<file path="src/rtl/rnn_pkg.sv">
// Shared types and defaults for the RNN bias loader.
// State encoding and default geometry live here.
package rnn_pkg;

  localparam int NUM_BIAS_DEF = 32;
  localparam int BIAS_W_DEF   = 16;

  typedef enum logic [1:0] {
    ST_IDLE = 2'd0,
    ST_LOAD = 2'd1,
    ST_DONE = 2'd2
  } state_t;

endpackage

</file>
<file path="src/rtl/rnn_bias_ram.sv">
// Bias storage: one write port, one registered read port.
// The output register zeroes on reset or on a flagged bad address.
module rnn_bias_ram #(
  parameter int DEPTH = 32,
  parameter int WIDTH = 16,
  parameter int AW    = 5
) (
  input  logic             i_clk,
  input  logic             i_rst_n,
  input  logic             i_we,
  input  logic [AW-1:0]    i_waddr,
  input  logic [WIDTH-1:0] i_wdata,
  input  logic             i_re,
  input  logic [AW-1:0]    i_raddr,
  input  logic             i_rzero,
  output logic [WIDTH-1:0] o_rdata
);

  logic [WIDTH-1:0] r_mem [DEPTH];
  logic [WIDTH-1:0] r_rdata;

  // Array write, kept free of reset so it maps onto block RAM.
  always_ff @(posedge i_clk) begin
    if (i_we) begin
      r_mem[i_waddr] <= i_wdata;
    end
  end

  // Read register: loads only on an accepted read, else holds.
  always_ff @(posedge i_clk) begin
    if (!i_rst_n) begin
      r_rdata <= '0;
    end else if (i_re) begin
      r_rdata <= i_rzero ? '0 : r_mem[i_raddr];
    end
  end

  assign o_rdata = r_rdata;

endmodule

</file>
<file path="src/rtl/rnn_bias_loader.sv">
// Loads NUM_BIAS bias words, tracks a running checksum,
// and serves 1-cycle registered reads once fully loaded.
module rnn_bias_loader
  import rnn_pkg::*;
#(
  parameter int NUM_BIAS = NUM_BIAS_DEF,
  parameter int BIAS_W   = BIAS_W_DEF,
  localparam int AW = (NUM_BIAS > 1) ? $clog2(NUM_BIAS) : 1
) (
  input  logic              clk,
  input  logic              rst_n,
  input  logic              start,
  input  logic              in_valid,
  input  logic [BIAS_W-1:0] in_data,
  output logic              in_ready,
  input  logic              rd_en,
  input  logic [AW-1:0]     rd_addr,
  output logic [BIAS_W-1:0] rd_data,
  output logic              rd_valid,
  output logic              loaded,
  output logic [BIAS_W-1:0] checksum
);

  state_t            r_state;
  logic [AW-1:0]     r_wr_ptr;
  logic [BIAS_W-1:0] r_sum;
  logic              r_rd_valid;

  logic w_xfer;
  logic w_we;
  logic w_last;
  logic w_rd;
  logic w_rd_bad;

  // in_ready comes straight from state, never from in_valid.
  assign in_ready = (r_state == ST_LOAD);
  assign loaded   = (r_state == ST_DONE);
  assign checksum = r_sum;
  assign rd_valid = r_rd_valid;

  // start wins over a same-cycle word; reset blocks any write.
  assign w_xfer   = in_valid && in_ready && !start;
  assign w_we     = w_xfer && rst_n;
  assign w_last   = (r_wr_ptr == AW'(NUM_BIAS - 1));
  assign w_rd     = rd_en && loaded;
  assign w_rd_bad = ({1'b0, rd_addr} >= (AW + 1)'(NUM_BIAS));

  // Load sequencing: state, write pointer and checksum.
  always_ff @(posedge clk) begin
    if (!rst_n) begin
      r_state  <= ST_IDLE;
      r_wr_ptr <= '0;
      r_sum    <= '0;
    end else if (start) begin
      r_state  <= ST_LOAD;
      r_wr_ptr <= '0;
      r_sum    <= '0;
    end else if (w_xfer) begin
      r_wr_ptr <= w_last ? '0 : r_wr_ptr + 1'b1;
      r_sum    <= r_sum + in_data;
      if (w_last) begin
        r_state <= ST_DONE;
      end
    end
  end

  // Read-valid tracks the data register one cycle behind rd_en.
  always_ff @(posedge clk) begin
    if (!rst_n) begin
      r_rd_valid <= 1'b0;
    end else begin
      r_rd_valid <= w_rd;
    end
  end

  rnn_bias_ram #(
    .DEPTH (NUM_BIAS),
    .WIDTH (BIAS_W),
    .AW    (AW)
  ) u_ram (
    .i_clk   (clk),
    .i_rst_n (rst_n),
    .i_we    (w_we),
    .i_waddr (r_wr_ptr),
    .i_wdata (in_data),
    .i_re    (w_rd),
    .i_raddr (rd_addr),
    .i_rzero (w_rd_bad),
    .o_rdata (rd_data)
  );

endmodule
</file>
<file path="config.mk">
export PLATFORM = sky130hd
export DESIGN_NAME = rnn_bias_loader
export DESIGN_NICKNAME = d
export VERILOG_FILES = /design/src/rtl/rnn_pkg.sv /design/src/rtl/rnn_bias_ram.sv /design/src/rtl/rnn_bias_loader.sv
export SDC_FILE = /design/constraint.sdc
export NUM_CORES = 1
export LEC_CHECK = 0
export ABC_AREA = 1
export CORE_AREA = 2 2 208 210
export CTS_BUF_LIST = sky130_fd_sc_hd__clkbuf_8
export CTS_CLUSTER_SIZE = 24
export DETAILED_ROUTE_END_ITERATION = 8
export DIE_AREA = 0 0 210 212
export PLACE_DENSITY_LB_ADDON = 0.25
export RECOVER_POWER = 50
export SETUP_SLACK_MARGIN = 0.05
export SYNTH_ARGS = -nofsm -noshare
export SYNTH_HDL_FRONTEND = slang
export SYNTH_SLANG_ARGS = --single-unit
</file>
<file path="constraint.sdc">
create_clock -name clk -period 3.75 [get_ports clk]
set_input_delay 0.75 -clock clk [delete_from_list [all_inputs] [get_ports clk]]
set_output_delay 0.75 -clock clk [all_outputs]
set_load 0.03 [all_outputs]
</file>
==> run summary, run 1 <==
outcome: finished, violations left
failing checks: capacitance limit, slew limit
Core Util, Final: 60.47%
Final setup viols: 0
Crit. End Element: register
largest net degree at the start of global routing: 185
worst endpoint required time: 4.25 ns
Final period util: 80.26%
crit-path max FO: 71
Crit-path slowest cell: clkinvlp_4
Critical Path Max Stage Delay: 1.01 ns
clk buf depth: 3
CTS Buf Count: 85
fraction of layout cells with a size suffix above 1: 7.159%
area leader, netlist: edfxtp_1
crit-path cells: clkbuf_8 -> clkinvlp_4 -> buf_12 -> nand2_1 -> nand3_1 -> nand3_1 -> nand2_1 -> nand2_1 -> nand3_1 -> nand2_1 -> a21oi_1
post-CTS setup buffer count: 0
initial core utilization: 54.24%
R2R setup slack: 1.23 ns
Slew Limit Fails: 492
most frequent CP cell: nand2_1
H-tree levels: 3
Area Overhead vs Synth: 11.49%
Worst-Margin Slew: 1.936 ns
hold_sp: r_state[0]
setup tns final: 0 ns
Hold WC Path Type: register to register
Core Region: 42510 µm²
buffers added on ports: 60
drt first pass iters: 5
Synth area leaders: edfxtp_1 67%, nand2_1 12%, nand3_1 9.7%
number of global-route vias before repair: 15.40k
WP buf/inv: 3
Post-Syn Nets: 2120
first-pass GRT wire length: 89.60 mm
fin nets: 2221
Post-Syn Area: 23060 µm²
pwr/cell area: 471.0 nW/µm²
top-area cell type share of the netlist area: 66.68%
RSZ-0062 raised after global routing: false
post-detail-place hpwl: 34.53 mm
Post-Syn Area per Cell: 11.12 µm²
met1 WL: 23.98 mm
Post-Synthesis Cells: 2073
max_cap viols: 15
cts hold-fix bufs: 0
WL per Instance: 21.28 µm
CP Launch Type: primary input
WHS Endpoint: r_state[0]
Fmax: 332.2 MHz
sequential cell area fraction in the yosys report: 70.16%
CP delay by family, top: buffers and inverters
Ant. Diodes: 0
CP Class: primary input to register
FF-to-FF End: checksum[12]
Final Hold Vio Count: 0
die area: 44520 µm²
row cnt: 76
worst skew pair latency: 0.63 ns
antenna violations before repair: 0
Synth Register Bits: 552
Die Ht: 212 µm
worst reg2reg startpoint: r_state[0]
Die W: 210 µm
Worst Clk Skew: 0.01776 ns
I/O pins: 61
Final min period: 3.010 ns
total wire length: 59.18 mm
Highest Signal Layer: met4
met3 routed WL: 5.236 mm
Reg2Reg Depth: 9
grt ovf: 0
Netlist cell types: 29
clock-pin slew on the worst setup and hold paths: 0.06 ns
CP arrival: 3.51 ns
synth warn: 0
Routability Congestion: 0.8432
maximum VDD drop: 247.6 µV
# resized after CTS: 0
Total GRT Usage: 26.92%
Met2 Wirelength: 28.17 mm
TritonCTS clock tree: yes
DRT iter0 DRCs: 1683
Slew Limit Headroom: -29.05%
CTS sink count: 552
Vias/cell: 5.697
total number of vias: 15.84k
clock root buffer: clkbuf_8
standby leakage power: 9.735 nW
hold depth: 2
DRC Markers: 0
Antenna Nets Post-Route: 0
==> power breakdown <==
part | leakage (nW) | switching (mW) | internal (mW)
clock network | 0.936 | 2.21 | 2.36
registers | 4.92 | 0.00511 | 6.74
logic | 3.88 | 0.587 | 0.205
total | 9.74 | 2.80 | 9.31
==> worst max path at each step <==
stage | from | end | slack [ns] | depth (start not counted)
after floorplan | r_state[0] | u_ram.r_mem[0][0] | 1.20 | 6
after global placement | start | u_ram.r_mem[5][6] | 0.84 | 7
after detailed placement | start | u_ram.r_mem[5][8] | 0.80 | 7
after CTS | r_state[1] | loaded | 1.09 | 3
after global routing | rd_addr[0] | u_ram.o_rdata[14] | 0.55 | 11
final | rd_addr[0] | u_ram.o_rdata[14] | 0.74 | 11
==> kinds of logic (layout without fill, tap and decap cells) <==
group           Yosys count  after routing  synth area share, %
compound gates           69             69                1.552
xor+xnor                  9              9               0.3419
fa+ha+maj                21             21                1.172
buf+inv                 166            328                3.837
flops                   552            552                70.16
simple gates           1256           1256                22.94
==> synthesized netlist by cell type <==
cell type,number
nand2_1,727
edfxtp_1,512
nand3_1,446
nor2_1,75
buf_4,51
inv_1,46
dfxtp_1,40
a21oi_1,35
o21ai_0,29
buf_2,25
clkbuf_1,23
ha_1,20
buf_1,15
xor2_1,7
nor3_1,4
buf_6,3
o21bai_1,2
xnor2_1,2
a211oi_1,1
a21o_1,1
buf_8,1
clkinv_4,1
fa_1,1
inv_2,1
nand2b_1,1
nand3b_1,1
nor2_2,1
o21a_1,1
or2_2,1
==> cells in the final DEF, fill, tap and decap left out, types with 4 or more instances in the layout <==
| cell | instances |
|---|---|
| nand2_1 | 727 |
| edfxtp_1 | 512 |
| nand3_1 | 446 |
| clkbuf_8 | 96 |
| inv_1 | 85 |
| nor2_1 | 76 |
| buf_4 | 49 |
| dfxtp_1 | 40 |
| clkdlybuf4s50_1 | 39 |
| a21oi_1 | 35 |
| o21ai_0 | 29 |
| ha_1 | 20 |
| dlygate4sd3_1 | 18 |
| clkbuf_1 | 18 |
| clkinv_1 | 9 |
| xor2_1 | 7 |
| buf_12 | 5 |
| nor3_1 | 4 |
==> stage by stage <==
stage               total power [mW]  hold WS (ns)  instance area (µm²)  setup slack [ns]  std cells
finish                         12.11        0.4817                25700            0.7401       2781
global route                   12.50        0.5150                25700            0.5547       2781
CTS                            12.17        0.4825                25780             1.092       2781
detailed placement             7.656        0.4751                24240            0.7955       2633
global placement               7.642        0.4531                24240            0.8419       2633
floorplan                      7.327        0.4423                23060             1.205       2073
==> layout make-up <==
cell class              count  area, µm²
clock buffers              95       1308
clock inverters            53      229.0
fillers                  3375      16800
inverters                  48      186.4
multi-input cells        1355       5993
flip-flops and latches    552      16180
well taps                 546      683.2
repair buffers            132       1130
==> sequential cells by signal, indices dropped and copies added (netlist names) <==
| register | count |
|---|---|
| checksum | 16 |
| r_state | 2 |
| rd_valid | 1 |
| r_wr_ptr | 5 |
| u_ram.r_mem | 512 |
| u_ram.o_rdata | 16 |
==> tightest hold or removal path: stages, from the launching register on <==
cell and delay [ns]:
dfxtp_1 0.31, inv_1 0.07, a21oi_1 0.06
==> layer usage <==
metal	vias to the layer above	GRT usage, %
li1	7388	-
met1	7639	36.33
met2	711	43.89
met3	104	5.066
met4	0	10.30
met5	-	0
No activity file was read; power rests on OpenSTA's default activity.
==> run 2: changes to the inputs <==
==> constraint.sdc (replaced) <==
create_clock -name clk -period 2.7 [get_ports clk]
set_input_delay 0.54 -clock clk [delete_from_list [all_inputs] [get_ports clk]]
set_output_delay 0.54 -clock clk [all_outputs]
set_load 0.03 [all_outputs]
==> run summary, run 2 (synthesized netlist as in run 1, its figures left out) <==
standby leakage power: 9.881 nW (was 9.735 nW)
Die Ht: 212 µm (unchanged)
crit-path max FO: 32 (was 71)
Reg2Reg Depth: 8 (was 9)
CP Launch Point: in_data[7] (was rd_addr[0])
die area: 44520 µm² (unchanged)
CTS sink count: 552 (unchanged)
DRC Markers: 0 (unchanged)
Biggest register: u_ram.r_mem (unchanged)
clock-pin slew on the worst setup and hold paths: 0.06 ns (about the same)
CP delay by family, top: buffers and inverters (unchanged)
CP Class: primary input to register (unchanged)
Critical Path Stages: 2 (was 11)
H-tree levels: 3 (unchanged)
clock root buffer: clkbuf_8 (unchanged)
largest net degree at the start of global routing: 129 (was 185)
Final min period: 2.623 ns
fraction of layout cells with a size suffix above 1: 8.429% (was 7.159%)
post-CTS setup buffer count: 0 (unchanged)
Crit. End Element: register (unchanged)
clk buf depth: 3 (unchanged)
Ant. Diodes: 0 (unchanged)
setup tns final: 0 ns (unchanged)
number of global-route vias before repair: 15.59k (was 15.40k)
Final Worst Setup Slack: 0.07708 ns (was 0.7401 ns)
combinational share of power: 6.5% (about the same)
Clock power frac: 39.4% (was 37.8%)
row cnt: 76 (unchanged)
initial core utilization: 54.24% (unchanged)
crit-path cells: dlygate4sd3_1 -> clkbuf_1 (was clkbuf_8 -> clkinvlp_4 -> buf_12 -> nand2_1 -> nand3_1 -> nand3_1 -> nand2_1 -> nand2_1 -> nand3_1 -> nand2_1 -> a21oi_1)
# resized after CTS: 0 (unchanged)
fin nets: 2244 (was 2221)
Final setup viols: 0 (unchanged)
antenna violations before repair: 0 (unchanged)
Die W: 210 µm (unchanged)
Routability Congestion: 0.8649 (was 0.8432)
Final period util: 97.15%
Antenna Nets Post-Route: 0 (unchanged)
post-detail-place hpwl: 35.43 mm (was 34.53 mm)
Slew Limit Headroom: -28.30% (was -29.05%)
first-pass GRT wire length: 89.56 mm (was 89.60 mm)
CP arrival: 2.78 ns (was 3.51 ns)
Final Hold Vio Count: 0 (unchanged)
CTS Buf Count: 86 (was 85)
total number of vias: 15.82k (was 15.84k)
maximum VDD drop: 366.0 µV (was 247.6 µV)
Psw: 4.048 mW (was 2.802 mW)
Crit-path slowest cell: clkbuf_1 (was clkinvlp_4)
worst skew pair latency: 0.66 ns (was 0.63 ns)
Seq pwr share: 54.2% (was 55.7%)
Sw Ratio: 23.42% (was 23.14%)
I/O pins: 61 (unchanged)
Fmax: 381.3 MHz
Int Pwr: 13.24 mW (was 9.305 mW)
worst reg2reg startpoint: r_state[0] (unchanged)
Hold WC Path Type: primary input to register (was register to register)
Fillers: 3292 (was 3375)
TritonCTS clock tree: yes (unchanged)
grt ovf: 0 (unchanged)
outcome: finished, violations left (unchanged)
worst endpoint required time: 2.86 ns (was 4.25 ns)
pwr/cell area: 659.6 nW/µm² (was 471.0 nW/µm²)
CP Launch Type: primary input (unchanged)
Total GRT Usage: 27.05% (was 26.92%)
total wire length: 58.76 mm (was 59.18 mm)
RSZ-0062 raised after global routing: false (unchanged)
most common cell after layout, fill and taps aside: nand2_1 (unchanged)
WP buf/inv: 2 (was 3)
Area Overhead vs Synth: 13.68% (was 11.49%)
Worst Clk Skew: 0.03237 ns (was 0.01776 ns)
failing checks: capacitance limit, slew limit (unchanged)
Core Region: 42510 µm² (unchanged)
Critical Path Max Stage Delay: 1.42 ns (was 1.01 ns)
buffers added on ports: 60 (unchanged)
DRT iter0 DRCs: 1596 (was 1683)
DP Worst Slack: 0.02805 ns (was 0.7955 ns)
Worst-Margin Slew: 1.925 ns (was 1.936 ns)
Vias/cell: 5.627 (was 5.697)
Largest register FFs: 512 (unchanged)
hold depth: 3 (was 2)
max_cap viols: 14 (was 15)
Slew Limit Fails: 457 (was 492)
WL per Instance: 20.90 µm (was 21.28 µm)
hold_sp: rd_en (was r_state[0])
Pwr Total: 17.29 mW (was 12.11 mW)
most frequent cells in the layout: 727 x nand2_1, 512 x edfxtp_1, 446 x nand3_1 (unchanged)
drt first pass iters: 5 (unchanged)
cts hold-fix bufs: 0 (unchanged)
==> run 2: cell count changes in the layout (fill, tap and decap cells not counted), sizes merged <==
cell,delta
buf,+12
bufinv,+3
clkbuf,+9
clkdlybuf4s50,+2
clkinv,+21
clkinvlp,+3
dlygate4sd3,-2
inv,-17
==> run 2: through the flow <==
stage / hold WS (ns) / utilization (%) / cell area [µm²] / cells
2_1_floorplan: 0.4423 / - / 23060 / 2073
3_3_place_gp: 0.4573 / 58.13 / 24710 / 2655
3_5_place_dp: 0.4659 / 58.13 / 24710 / 2655
4_1_cts: 0.4345 / 62.04 / 26370 / 2812
5_1_grt: 0.4554 / 61.66 / 26210 / 2812
6_report: 0.4726 / 61.66 / 26210 / 2812
==> run 2: final timing paths <==
kind / slack (ns) / endpoint
max: 0.08 / u_ram.r_mem[10][7]
min: 0.47 / rd_valid
max reg2reg: 0.49 / u_ram.r_mem[4][14]
min reg2reg: 0.48 / r_state[0]
==> run 2: routing by layer <==
layer | up-vias | GRT usage (%) | part of all wire, %
met2 | 729 | 43.35 | 47
met1 | 7522 | 36.72 | 40
met3 | 113 | 4.874 | 9.1
li1 | 7458 | - | -
met4 | 2 | 11.49 | 3.6
met5 | - | 1.335 | 0.13
==> run 2: final cells by class <==
type | instances | area, µm² | area share, %
flip-flops and latches | 552 | 16180 | 61.72
inverters | 48 | 187.7 | 0.7161
repair buffers | 154 | 1503 | 5.734
clock inverters | 63 | 370.4 | 1.413
well taps | 546 | 683.2 | 2.607
clock buffers | 94 | 1294 | 4.936
multi-input cells | 1355 | 5996 | 22.88
==> run 2: power groups by stage <==
stage | sequential [mW] | combinational [mW] | clock [mW]
after CTS | 9.35 | 1.14 | 6.93
after global routing | 9.36 | 1.22 | 7.28
after detailed placement | 9.53 | 1.14 | 0
after floorplan | 9.54 | 0.635 | 0
final | 9.36 | 1.12 | 6.81
after global placement | 9.53 | 1.11 | 0
